## config.mk

```make
export PLATFORM = sky130hd
export DESIGN_NAME = string_1101_finder_flat
export DESIGN_NICKNAME = d
export VERILOG_FILES = /design/src/rtl/string_1101_finder_pkg.sv /design/src/rtl/string_1101_finder_if.sv /design/src/rtl/string_1101_finder_next_state.sv /design/src/rtl/string_1101_finder.sv /design/src/flat_wrapper.sv
export SDC_FILE = /design/constraint.sdc
export NUM_CORES = 1
export LEC_CHECK = 0
export CAP_MARGIN = 10
export CELL_PAD_IN_SITES_DETAIL_PLACEMENT = 0
export CELL_PAD_IN_SITES_GLOBAL_PLACEMENT = 1
export CORE_MARGIN = 2
export CORE_UTILIZATION = 30
export DETAILED_ROUTE_END_ITERATION = 8
export PLACE_DENSITY = 0.71
export SLEW_MARGIN = 30
export SYNTH_ARGS = -nofsm -noshare
export SYNTH_HDL_FRONTEND = slang
export SYNTH_HIERARCHICAL = 1
export SYNTH_SLANG_ARGS = --single-unit
```

## constraint.sdc

```tcl
create_clock -name clk -period 1.39 [get_ports clk]
set_input_delay 0.139 -clock clk [delete_from_list [all_inputs] [get_ports clk]]
set_output_delay 0.139 -clock clk [all_outputs]
set_load 0.1 [all_outputs]
```

## src/rtl/string_1101_finder_pkg.sv

```systemverilog
// Shared state definitions for the 1101 serial pattern detector.
package string_1101_finder_pkg;

  localparam int STATE_W = 2;

  // Each state names the longest prefix of 1101 already seen.
  typedef enum logic [STATE_W-1:0] {
    S0 = 2'b00,
    S1 = 2'b01,
    S2 = 2'b10,
    S3 = 2'b11
  } state_e;

endpackage

```

## src/rtl/string_1101_finder_if.sv

```systemverilog
// Serial data input, match strobe, state visibility and match counter bundle.
interface string_1101_finder_if #(
  parameter int COUNT_W = 8
);

  logic               in_valid;
  logic               in;
  logic               out;
  logic               c1;
  logic               c0;
  logic               next1;
  logic               next0;
  logic [COUNT_W-1:0] match_count;

  modport master (
    output in_valid, in,
    input  out, c1, c0, next1, next0, match_count
  );

  modport slave (
    input  in_valid, in,
    output out, c1, c0, next1, next0, match_count
  );

endinterface

```

## src/rtl/string_1101_finder_next_state.sv

```systemverilog
// Combinational transition table and Mealy match output for the 1101 detector.
module string1101_next_state
  import string_1101_finder_pkg::*;
(
  input  logic c0,
  input  logic c1,
  input  logic in,
  output logic next0,
  output logic next1,
  output logic out
);

  state_e cur_s;
  state_e nxt_s;
  logic   hit_s;

  assign cur_s = state_e'({c1, c0});

  // Transition table; a match reuses its trailing 1 as the next S1.
  always_comb begin
    nxt_s = S0;
    hit_s = 1'b0;
    case (cur_s)
      S0: begin
        if (in) nxt_s = S1;
        else    nxt_s = S0;
      end
      S1: begin
        if (in) nxt_s = S2;
        else    nxt_s = S0;
      end
      S2: begin
        if (in) nxt_s = S2;
        else    nxt_s = S3;
      end
      S3: begin
        if (in) begin
          nxt_s = S1;
          hit_s = 1'b1;
        end else begin
          nxt_s = S0;
          hit_s = 1'b0;
        end
      end
      default: begin
        nxt_s = S0;
        hit_s = 1'b0;
      end
    endcase
  end

  assign next1 = nxt_s[1];
  assign next0 = nxt_s[0];
  assign out   = hit_s;

endmodule

```

## src/rtl/string_1101_finder.sv

```systemverilog
// 1101 serial pattern detector: state register, in_valid hold and saturating match counter.
module string_1101_finder
  import string_1101_finder_pkg::*;
#(
  parameter int COUNT_W = 8
) (
  input  logic                 clk,
  input  logic                 rst,
  string_1101_finder_if.slave  bus
);

  localparam logic [COUNT_W-1:0] CNT_MAX = {COUNT_W{1'b1}};
  localparam logic [COUNT_W-1:0] CNT_ONE = {{(COUNT_W-1){1'b0}}, 1'b1};

  state_e             state_r;
  state_e             next_s;
  logic               tbl_n1_s;
  logic               tbl_n0_s;
  logic               tbl_hit_s;
  logic               out_s;
  logic [COUNT_W-1:0] count_r;

  string1101_next_state u_next_state (
    .c0    (state_r[0]),
    .c1    (state_r[1]),
    .in    (bus.in),
    .next0 (tbl_n0_s),
    .next1 (tbl_n1_s),
    .out   (tbl_hit_s)
  );

  // Invalid cycles freeze the state and suppress the strobe.
  always_comb begin
    next_s = state_r;
    out_s  = 1'b0;
    if (bus.in_valid) begin
      next_s = state_e'({tbl_n1_s, tbl_n0_s});
      out_s  = tbl_hit_s;
    end else begin
      next_s = state_r;
      out_s  = 1'b0;
    end
  end

  // State register.
  always_ff @(posedge clk or posedge rst) begin
    if (rst) begin
      state_r <= S0;
    end else begin
      state_r <= next_s;
    end
  end

  // Match counter, holding once it reaches all-ones.
  always_ff @(posedge clk or posedge rst) begin
    if (rst) begin
      count_r <= {COUNT_W{1'b0}};
    end else if (out_s && (count_r != CNT_MAX)) begin
      count_r <= count_r + CNT_ONE;
    end else begin
      count_r <= count_r;
    end
  end

  assign bus.out         = out_s;
  assign bus.c1          = state_r[1];
  assign bus.c0          = state_r[0];
  assign bus.next1       = next_s[1];
  assign bus.next0       = next_s[0];
  assign bus.match_count = count_r;

endmodule

```

## src/flat_wrapper.sv

```systemverilog
// flat-port wrapper written by rule: the top's interface ports become plain ports
module string_1101_finder_flat import string_1101_finder_pkg::*;
#(
  parameter int COUNT_W = 8
)
  (clk, rst, bus_in_valid, bus_in, bus_out, bus_c1, bus_c0, bus_next1, bus_next0, bus_match_count);
  string_1101_finder_if #(.COUNT_W(COUNT_W)) bus_i ();
  input  logic clk;
  input  logic rst;
  input wire logic [$bits(bus_i.in_valid)-1:0] bus_in_valid;
  input wire logic [$bits(bus_i.in)-1:0] bus_in;
  output wire logic [$bits(bus_i.out)-1:0] bus_out;
  output wire logic [$bits(bus_i.c1)-1:0] bus_c1;
  output wire logic [$bits(bus_i.c0)-1:0] bus_c0;
  output wire logic [$bits(bus_i.next1)-1:0] bus_next1;
  output wire logic [$bits(bus_i.next0)-1:0] bus_next0;
  output wire logic [$bits(bus_i.match_count)-1:0] bus_match_count;
  assign bus_i.in_valid = bus_in_valid;
  assign bus_i.in = bus_in;
  assign bus_out = bus_i.out;
  assign bus_c1 = bus_i.c1;
  assign bus_c0 = bus_i.c0;
  assign bus_next1 = bus_i.next1;
  assign bus_next0 = bus_i.next0;
  assign bus_match_count = bus_i.match_count;
  string_1101_finder #(.COUNT_W(COUNT_W)) u_core (.clk(clk), .rst(rst), .bus(bus_i));
endmodule
```

# Word level (Yosys, flattened, before mapping)
# Index checks and enable logic that the tools add are counted.
# Widths: inputs -> output; s select.
# totals
register_bits,10
inputBits,4
output_inout_bits,13
# op_classes
add_sub_neg,1
n_eq_ne,4
mux,8
reduce_logical,3
# op_table
cell,count
$add 8x1->8 const B,1
$ne 8x8->1 const B,1
$pmux 2 s3,1
$mux 1,5
$eq 2x2->1 const B,2
$mux 2,2
$eq 2x1->1 const B,1
$logic_not 2->1,1
$reduce_or 2->1,1
$logic_and 1x1->1,1

# Logic depth before layout (Yosys ltp)
# logic_depth
ltp_word,4
ltp_mapped,6
mapped_depth_nobuf,6

# By module
# Netlist, hierarchy kept.
# by_module_without_submodules
module,instances,cells_each,area_per_inst_um2,seq_area_each_um2
string_1101_finder,1,44,494.2,250.2
string1101_next_state,1,8,77.6,0.0

# Least setup slack after synthesis
# Ideal clock, no wire load.
# synth_path
path_type,register to register
startpoint,reg u_core.state_r[1]
endpoint,reg u_core.count_r[1] (netlist: u_core/bus.match_count[1])
setup_time_ns,0.126
t_arrival_ns,2.502
slack_ns,-1.238
stages_incl_launch_ff,7
n_path_buf,0
cell_sequence,dfrtp_1 > ha_1 > and2_1 > nand2_1 > inv_1 > o21ai_2 > mux2_2
# synth_between
elab_chain_len,4
# synth_rtl
item,line,text
"start, declared",string_1101_finder.sv:15,state_e state_r;
"start signal, assigned",string_1101_finder.sv:50,state_r <= next_s;
$eq 2x2->1,string_1101_finder_next_state.sv:23,case (cur_s)
$mux 1,string_1101_finder_next_state.sv:23,
net u_core.tbl_hit_s,string_1101_finder.sv:19,logic tbl_hit_s;
$mux 1,string_1101_finder.sv:36,if (bus.in_valid) begin
net bus_out,flat_wrapper.sv:12,output wire logic [$bits(bus_i.out)-1:0] bus_out;
$logic_and 1x1->1,string_1101_finder.sv:58,end else if (out_s && (count_r != CNT_MAX)) begin
"end signal, assigned",string_1101_finder.sv:57,count_r <= {COUNT_W{1'b0}};
"end signal, assigned",string_1101_finder.sv:59,count_r <= count_r + CNT_ONE;
"end signal, assigned",string_1101_finder.sv:61,count_r <= count_r;
"end, declared",string_1101_finder.sv:21,logic [COUNT_W-1:0] count_r;
# The timed path passes the listed nets, and every way through them passes these cells.
# A chain may end at the register's enable or synchronous reset.

# Worst setup path after layout
# layout_path
startpoint,reg u_core.state_r[0]
endpoint,out bus_next0
# layout_between
elab_chain_len,4
word_cells_on_any_way,7
classes_between,eq/ne (3); mux (2); reduce/logical (2)
# layout_rtl
item,line,text
$eq 2x2->1 / $logic_not 2->1 (equally long branches),string_1101_finder_next_state.sv:23,
$reduce_or 2->1 (no line),-,
$pmux 2 s3 (*),string_1101_finder_next_state.sv:23,
net u_core.tbl_n0_s,string_1101_finder.sv:18,logic tbl_n0_s;
$mux 2 (*),string_1101_finder.sv:36,
"end, declared",flat_wrapper.sv:16,output wire logic [$bits(bus_i.next0)-1:0] bus_next0;
# The timed path passes the listed nets; every way through them passes the cells marked *.

==> metrics.md <==
| Metric | Value |
|---|---|
| Status | finished, violations left |
| Failing checks | negative setup slack |
| Startpoint Class | register |
| Pwr per Cell Area | 1980 nW/um^2 |
| Die span in x | ~48 um |
| Global-route wire length before repair | approximately 2500 um |
| Max Clk Rate | approximately 530 MHz |
| Most frequent CP cell | mux2_4 |
| Initial antenna violation count | 0 |
| Adder-Cell Fraction of Synth Area | 0.0875 |
| Compound-Gate Fraction of Synth Area | 0.0525 |
| Post-Synth XOR/XNOR Area | 0.0153 |
| Critical path's top delay family | multiplexers |
| All-Layer GR Usage | 0.165 |
| Non-filler cells, final | about 120 |
| Largest family of logic cells by synthesized area | multiplexers |
| Crit end category | output port |
| Hold bufs inserted after CTS | 0 |
| Pin count of the biggest net entering global routing | 11 |
| CTS root buf | clkbuf_4 |
| Max Fanout on Critical Path | 4 |
| Number of diodes | 0 |
| HP Class | input pin to asynchronous set/reset pin |
| Stages on worst setup path | 5 |
| Setup-failing EPs final | 13 |
| Worst r2r dst | u_core/bus.match_count[1] |
| Area of the multi-input gates | roughly 400 um^2 |
| Critical-path top delay cell | dfrtp_4 |
| Mean Syn Cell Area | between 10 and 15 um^2 |
| Largest cells by area after synthesis | dfrtp_1 44%, mux2_2 16%, ha_1 8.8%, inv_1 3.3%, nand2_1 3.3% |
| Iteration-0 DRC Markers | 8 |
| Number of synthesized flops with an enable pin | 0 |
| Final Skew | roughly 0.0056 ns |
| Crit Path Class | register to output port |
| Pre-Repair DR Iteration Count | 4 |
| WP buf/inv | 2 |
| Warnings from Yosys | 6 |
| Vert. Die Dim | roughly 48 um |
| Nets@finish | a little over 100 |
| Worst Path Arrival | roughly 1.7 ns |
| Overall Power | ~0.0024 W |
| Worst slew margin | 0.740 |
| Max-cap viol count | 0 |
| Mux cell area share after synthesis | 0.204 |
| Asr flop ratio synth | 1.00 |
| Max Slew Vio Count | 0 |
| Worst-Skew Late Latency | 0.26 ns |
| Sequential area share after synthesis | 0.438 |
| Die area | 2270 um^2 |
| Ys flop type | dfrtp_1 |
| CTS tree | yes |
| Most frequent cell after synthesis | dfrtp_1 |
| Number of buffers added on ports | 16 |
| Final global-route overflow total | 0 |
| Netlist cell types | 21 |
| Clock buffer depth | 2 |
| Leakage | approximately 0.52 nW |
| Req. time, crit path | 1.25 ns |
| Final wirelength | approximately 1500 um |
| Cts bufs inserted | 3 |
| Worst-path clk slew | roughly 0.070 ns |
| Layout area overhead | 111% |
| Cell Area, Synth | 572 um^2 |
| Flops & latches, synth | 10 |
| Synth area leader | dfrtp_1 |
| Dpl cells | ~110 |
| Core area | approximately 1800 um^2 |
| Via count | between 500 and 600 |
| Filler cells | about 150 |
| Layout cell share with drive strength beyond 1 | 0.780 |
| Ports | 17 |
| Storage element area | ~280 um^2 |
| Vias in the first global route | about 550 |
| Final Hold Vio Count | 0 |
| Max VDD drop | about 2.5 mV |
| Initial Utilization | 0.324 |
| Setup WS post-layout | -0.483 ns |
| Worst path cell trace | inv_4 > ha_4 > mux2_4 > mux2_4 > buf_12 |
| Gp weighted congestion | 0.695 |
| Final ANT Viol Nets | 0 |
| Synth Area in Simple Gates | 0.171 |
| R2r worst-path depth | 8 |
| Post-synthesis cell count | 52 |
| RSZ-0062 raised after global routing | true |
| # DRC | 0 |
| Worst-margin pin slew | 0.390 ns |
| Tmin final | roughly 1.9 ns |
| Drt wl/cell | ~13 um |
| Flop2flop setup slack | -0.36 ns |
| Share of the synthesized area in the top cell type | 0.438 |
| Via/cell ratio | 4.59 |
| Clock tree sinks | 10 |
| Crit share post-route | 1.35 |
| FP Rows | 15 |
| R2r startpoint | u_core/state_r[0] |
| Detail Placement HPWL | 1110 um |
| CP max stage delay | 0.52 ns |
| Max H-tree Level | 1 |
| Synth cell count leaders | 10 x dfrtp_1, 8 x mux2_2, 5 x inv_1, 5 x nand2_1, 4 x ha_1 |
| Mapped Nets | 60 |
==> final cells by class <==
| class | count | share of cell area |
|---|---|---|
| clock buffer | 3 | 0.0187 |
| inverter | 5 | 0.0228 |
| multi-input combinational | 37 | 0.330 |
| sequential | 10 | 0.231 |
| tap | 25 | 0.0260 |
| timing repair buffer | 36 | 0.372 |
==> kinds of logic after synthesis <==
| group | count (synthesis) |
|---|---|
| AO/OA/AOI/OAI | 4 |
| XOR/XNOR | 1 |
| adder cells (fa/ha/maj) | 4 |
| buffers and inverters | 5 |
| flip-flops | 10 |
| multiplexers | 10 |
| AND/OR/NAND/NOR | 18 |
==> metal layers <==
metal	vias to the layer above	track usage	share of wire
met4	0	0.0649	0.0040
met5	-	0	0
met1	253	0.220	0.47
met2	11	0.259	0.50
li1	266	-	-
met3	2	0.0377	0.031
==> registers in the layout, indices dropped and copies added (netlist names) <==
signal	flops
u_core/bus.match_count	8
u_core/state_r	2
==> worst max path at each step <==
stage	end	from	slack (ns)
after floorplan	u_core/bus.match_count[1]	u_core/state_r[1]	-0.72
after global placement	bus_next1	u_core/state_r[1]	-0.23
after detailed placement	bus_next1	u_core/state_r[1]	-0.24
after CTS	bus_next0	u_core/state_r[0]	-0.48
after global routing	bus_next0	u_core/state_r[0]	-0.53
final	bus_next0	u_core/state_r[0]	-0.48
==> placed cells by master (no fill, tap or decap), types with 4 or more instances in the layout <==
master | synthesis | final
nand2_1 | 5 | 4
buf_12 | 0 | 13
buf_4 | 0 | 18
mux2_4 | 1 | 7
dfrtp_2 | 0 | 4
dfrtp_4 | 0 | 6
ha_4 | 0 | 4
==> worst reg2reg max path: stages (launching register included) <==
cell        delay [ns]
dfrtp_4           0.52
buf_4             0.16
ha_4              0.14
and2_4            0.14
nand2_4           0.09
clkinvlp_4        0.09
buf_4             0.13
o21ai_2           0.07
mux2_4            0.31
==> what timing repair did <==
item	CTS	global route
gates resized for setup	14	2
pin swaps	5	1
endpoints found under the setup margin	10	14
endpoints found under the hold margin	0	0
buffers inserted	4	1
==> per-stage QoR <==
stage | hold WS, ns | worst slack (ns) | TNS [ns] | area (um^2) | utilization
2_1_floorplan | -0.0210 | -0.717 | -4.33 | 651 | -
3_3_place_gp | 0.453 | -0.234 | -1.42 | 1090 | 0.619
3_5_place_dp | 0.453 | -0.245 | -1.57 | 1090 | 0.619
4_1_cts | 0.167 | -0.484 | -3.01 | 1200 | 0.682
5_1_grt | 0.206 | -0.526 | -3.80 | 1200 | 0.683
6_report | 0.150 | -0.483 | -3.20 | 1200 | 0.683
==> power breakdown <==
part	internal, W	total, W	leakage, nW	switching [W]
clock network	0.0000999	0.000199	0.0138	0.0000995
logic	0.000724	0.00170	0.386	0.000979
registers	0.000391	0.000485	0.118	0.0000941
total	0.00121	0.00239	0.518	0.00117
No activity file was read; power rests on OpenSTA's default activity.
